[src/rtl/cvxif_result_buffer.sv]
// In-order result FIFO between the coprocessor result stage and the CPU result port.
// Issue credits are tracked in reserved_q, so the coprocessor only issues when a slot is free.
module cvxif_result_buffer #(
    parameter int unsigned Depth     = 4,
    parameter int unsigned IdWidth   = 4,
    parameter int unsigned DataWidth = 64
) (
    input  logic                         clk_i,
    input  logic                         rst_i,
    input  logic                         issue_fire_i,
    output logic                         issue_ready_o,
    input  logic                         in_valid_i,
    input  logic [IdWidth-1:0]           in_id_i,
    input  logic [DataWidth-1:0]         in_data_i,
    input  logic [4:0]                   in_rd_i,
    input  logic                         in_we_i,
    output logic                         x_result_valid_o,
    input  logic                         x_result_ready_i,
    output logic [IdWidth-1:0]           x_result_id_o,
    output logic [DataWidth-1:0]         x_result_data_o,
    output logic [4:0]                   x_result_rd_o,
    output logic                         x_result_we_o,
    output logic [$clog2(Depth+1)-1:0]   level_o,
    output logic                         overflow_o
);

    localparam int unsigned PtrW = (Depth > 1) ? $clog2(Depth) : 1;
    localparam int unsigned CntW = $clog2(Depth + 1);

    logic [IdWidth-1:0]   id_q   [Depth];
    logic [DataWidth-1:0] data_q [Depth];
    logic [4:0]           rd_q   [Depth];
    logic                 we_q   [Depth];

    logic [PtrW-1:0] wptr_q, rptr_q;
    logic [CntW-1:0] count_q, reserved_q;
    logic            overflow_q;

    logic valid_c, pop_c, push_c, issue_c, unpend_c;

    // Pointer advance with wrap at Depth-1 (Depth need not be a power of two).
    function automatic logic [PtrW-1:0] ptr_inc(input logic [PtrW-1:0] p);
        return (p == PtrW'(Depth - 1)) ? '0 : p + PtrW'(1);
    endfunction

    assign valid_c       = !rst_i && (count_q != '0);
    assign pop_c         = valid_c && x_result_ready_i;
    assign push_c        = !rst_i && in_valid_i && ((count_q != CntW'(Depth)) || pop_c);
    assign issue_ready_o = !rst_i && (reserved_q < CntW'(Depth));
    assign issue_c       = issue_fire_i && issue_ready_o;
    assign unpend_c      = pop_c && (reserved_q != '0);

    always_ff @(posedge clk_i) begin
        if (rst_i) begin
            wptr_q     <= '0;
            rptr_q     <= '0;
            count_q    <= '0;
            reserved_q <= '0;
            overflow_q <= 1'b0;
        end else begin
            if (push_c) wptr_q <= ptr_inc(wptr_q);
            if (pop_c)  rptr_q <= ptr_inc(rptr_q);

            case ({push_c, pop_c})
                2'b10:   count_q <= count_q + CntW'(1);
                2'b01:   count_q <= count_q - CntW'(1);
                default: count_q <= count_q;
            endcase

            case ({issue_c, unpend_c})
                2'b10:   reserved_q <= reserved_q + CntW'(1);
                2'b01:   reserved_q <= reserved_q - CntW'(1);
                default: reserved_q <= reserved_q;
            endcase

            // Sticky: dropped result or issue attempted without a credit.
            if ((in_valid_i && !push_c) || (issue_fire_i && !issue_ready_o))
                overflow_q <= 1'b1;
        end
    end

    always_ff @(posedge clk_i) begin
        if (push_c) begin
            id_q[wptr_q]   <= in_id_i;
            data_q[wptr_q] <= in_data_i;
            rd_q[wptr_q]   <= in_rd_i;
            we_q[wptr_q]   <= in_we_i;
        end
    end

    assign x_result_valid_o = valid_c;
    assign x_result_id_o    = valid_c ? id_q[rptr_q]   : '0;
    assign x_result_data_o  = valid_c ? data_q[rptr_q] : '0;
    assign x_result_rd_o    = valid_c ? rd_q[rptr_q]   : '0;
    assign x_result_we_o    = valid_c ? we_q[rptr_q]   : 1'b0;
    assign level_o          = rst_i ? '0 : count_q;
    assign overflow_o       = !rst_i && overflow_q;

endmodule

[config.mk]
export PLATFORM = sky130hd
export DESIGN_NAME = cvxif_result_buffer
export DESIGN_NICKNAME = d
export VERILOG_FILES = /design/src/rtl/cvxif_result_buffer.sv
export SDC_FILE = /design/constraint.sdc
export NUM_CORES = 1
export LEC_CHECK = 0
export CORE_MARGIN = 1
export CORE_UTILIZATION = 55
export CTS_BUF_LIST = sky130_fd_sc_hd__clkbuf_16
export DETAILED_ROUTE_END_ITERATION = 16
export PLACE_DENSITY = 0.91
export SLEW_MARGIN = 10
export SYNTH_ARGS = -nofsm -noshare
export SYNTH_HDL_FRONTEND = slang
export SYNTH_SLANG_ARGS = --single-unit
[constraint.sdc]
create_clock -name clk_i -period 3.1 [get_ports clk_i]
set_input_delay 0.31 -clock clk_i [delete_from_list [all_inputs] [get_ports clk_i]]
set_output_delay 0.31 -clock clk_i [all_outputs]
set_load 0.02 [all_outputs]
==> flow_summary.json <==
{
  "hold_depth": 1,
  "slew_headroom_pct": 62.1,
  "cp.depth": 4,
  "tns_ns": 0,
  "cp.required_ns": 2.79,
  "place_congestion": 0.729,
  "finalPower_w": 0.0103,
  "fillers": 1255,
  "rsz0062_at_grt": "false",
  "start_util_pct": 56.4,
  "cp-start-kind": "flip-flop",
  "max_stage_delay_ns": 0.56,
  "finalMaxSlewViolations": 0,
  "tritoncts": "built",
  "outcome": "finished clean",
  "timing.fmax_mhz": 341,
  "nets": 818,
  "track_usage_pct": 21.2,
  "endpoint_kind": "primary output",
  "numPortBuffers": 158,
  "hp-class": "in2reg",
  "numCtsBuffers": 29,
  "worstPathMaxFanout": 26,
  "clock_sinks": 309,
  "hp-start": "in_data_i[50]",
  "grt_pass1_vias": 6401,
  "cp_slowest_cell": "clkdlybuf4s50_1",
  "drv_cap": 0,
  "setup_violations": 0,
  "cellLeakagePower_nw": 4.76,
  "htree_levels": 1,
  "routedWlPerCell_um": 22.0,
  "final_cell_mix": "296 x edfxtp_1, 158 x clkdlybuf4s50_1, 74 x mux4_2, 74 x and2_1, 29 x clkbuf_16",
  "ant_nets": 0,
  "powerDensity_nw_per_um2": 695,
  "vias_per_cell": 5.64,
  "drt_wl_total_mm": 22.7,
  "clock_latency_ns": 0.53,
  "dieArea_um2": 22200,
  "path_cells": "buf_12 > mux4_2 > and2_1 > clkdlybuf4s50_1",
  "clk_pin_slew_ns": 0.06,
  "design_area_um2": 14900,
  "rows": 53,
  "root_buffer": "clkbuf_16",
  "final_common_cell": "edfxtp_1",
  "syn-cell-area_um2": 11900,
  "antenna_found_initial": 2,
  "r2r_cells": 9,
  "grt_max_degree": 42,
  "multi_input_area_um2": 2580,
  "postCtsHoldBufs": 0,
  "worstReg2RegEnd": "reserved_q[2]$_SDFFE_PP0P_",
  "die_h_um": 149,
  "drc": 0,
  "crit_buf_inv": 2,
  "fin_crit_ns": 2.93,
  "synthDistinctLibCells": 33,
  "skew_ns": 0.0103,
  "crit_type": "reg2out",
  "synth_nets": 637,
  "holdPathEnd": "data_q[2][50]$_DFFE_PP_",
  "yosys_warnings": 0,
  "r2r_setup_slack_ns": 0.64,
  "finish.utilization_pct": 70.6,
  "drtPass1Iterations": 4,
  "avgSynthCellArea_um2": 21.6,
  "clockBufferDepth": 3,
  "r2r-start": "count_q[2]$_SDFFE_PP0P_",
  "hold_viol": 0,
  "regArea_um2": 9160,
  "ios": 159,
  "vias": 5812,
  "arrival_ns": 2.62,
  "worstMarginPinSlew_ns": 0.568,
  "crit_family": "buffers and inverters",
  "drive_gt1_share_pct": 20.4,
  "drtIter0Drc": 320,
  "syn_inst": 550,
  "grt_pass1_wl_mm": 35.2,
  "synth-seq-area-share_pct": 76.9,
  "ir_worst_vdd_uv": 493,
  "grt-ovfl-total": 0,
  "fp.coreArea_um2": 21100,
  "dpl_cell_area_um2": 13900,
  "area_growth_pct": 25.1,
  "dp_hpwl_mm": 14.1,
  "cts_resized": 0,
  "chipWidth_um": 149,
  "finalCritPeriodShare_pct": 94.7,
  "ys_ff_latch": 309
}
-- area by class of cell --
type,count,area share (%)
flip-flops and latches,309,61.5
multi-input cells,205,17.4
repair buffers,177,12.4
clock buffers,29,4.88
well taps,275,2.31
clock inverters,25,1.27
inverters,9,0.227
diodes,1,0.0168
-- how the worst max path moves through the flow --
stage | start | to | slack [ns]
after global routing | flip-flop | x_result_rd_o[0] | 0.03
after detailed placement | x_result_ready_i | reserved_q[2]$_SDFFE_PP0P_ | 0.36
final | flip-flop | x_result_data_o[58] | 0.17
after CTS | flip-flop | x_result_rd_o[0] | 0.09
after global placement | x_result_ready_i | reserved_q[2]$_SDFFE_PP0P_ | 0.47
after floorplan | count_q[0]$_SDFFE_PP0P_ | data_q[0][0]$_DFFE_PP_ | 0.71
-- per-layer routing --
layer	share of wire (%)	vias to the layer above	routed length, µm	global-route usage [%]
met3	5.4	36	1220	3.98
met2	54	191	12300	38.8
met5	0.057	-	13	0
met1	39	3006	8820	26.2
met4	1.6	2	370	4.80
li1	-	2577	-	-
-- repair_timing --
| item | in CTS | in global routing |
|---|---|---|
| hold endpoints to repair | 0 | 0 |
| setup buffers | 1 | 0 |
| setup endpoints to repair | 10 | 0 |
-- metrics by stage --
stage	hold slack [ns]	cells	setup slack [ns]
global placement	0.467	974	0.466
detailed placement	0.484	974	0.358
finish	0.415	1030	0.166
CTS	0.396	1029	0.0899
global route	0.399	1029	0.0286
floorplan	0.409	550	0.709
-- synthesized netlist by cell type --
cell type	instances	area share, %
clkbuf_1	14	0.44
nor2_2	1	0.053
a21oi_2	1	0.074
o31ai_1	2	0.13
and2_2	4	0.25
nor3_2	1	0.084
nor2_1	10	0.32
edfxtp_1	296	75
ha_1	6	0.63
nor3_1	2	0.084
a21oi_1	6	0.25
xor2_1	2	0.15
a311oi_4	1	0.22
buf_2	4	0.17
buf_6	1	0.095
nor4_1	1	0.053
or3_1	2	0.11
o21ai_0	1	0.042
or2_0	1	0.053
nor2b_1	2	0.11
a31oi_2	1	0.11
nand4_1	1	0.053
fa_1	2	0.34
mux2_4	1	0.13
nand2b_4	1	0.12
mux4_2	74	14
mux2_1	2	0.19
and2_1	74	3.9
buf_4	6	0.38
nand2_1	6	0.19
inv_1	9	0.28
dfxtp_1	13	2.2
buf_1	2	0.063
-- logic make-up after synthesis --
| group | count (synthesis) | share of synthesized area, % |
|---|---|---|
| simple gates | 106 | 5.36 |
| buf+inv | 36 | 1.43 |
| mux | 77 | 14.3 |
| flops | 309 | 76.9 |
| xor+xnor | 2 | 0.147 |
| fa+ha+maj | 8 | 0.968 |
| compound gates | 12 | 0.821 |
-- state kept, by name, summed over array words and instances (netlist names), named ones only --
name,count
data_q,256
rd_q,20
id_q,16
we_q,4
count_q,3
reserved_q,3
rptr_q,2
wptr_q,2
overflow_q,1
-- power breakdown --
group	total [W]	switching, W	internal, W
Combinational	0.00211	0.00106	0.00104
Sequential	0.00490	0.000102	0.00479
Clock	0.00333	0.00145	0.00188
Total	0.0103	0.00262	0.00772
(Power assumes the default switching activity.)
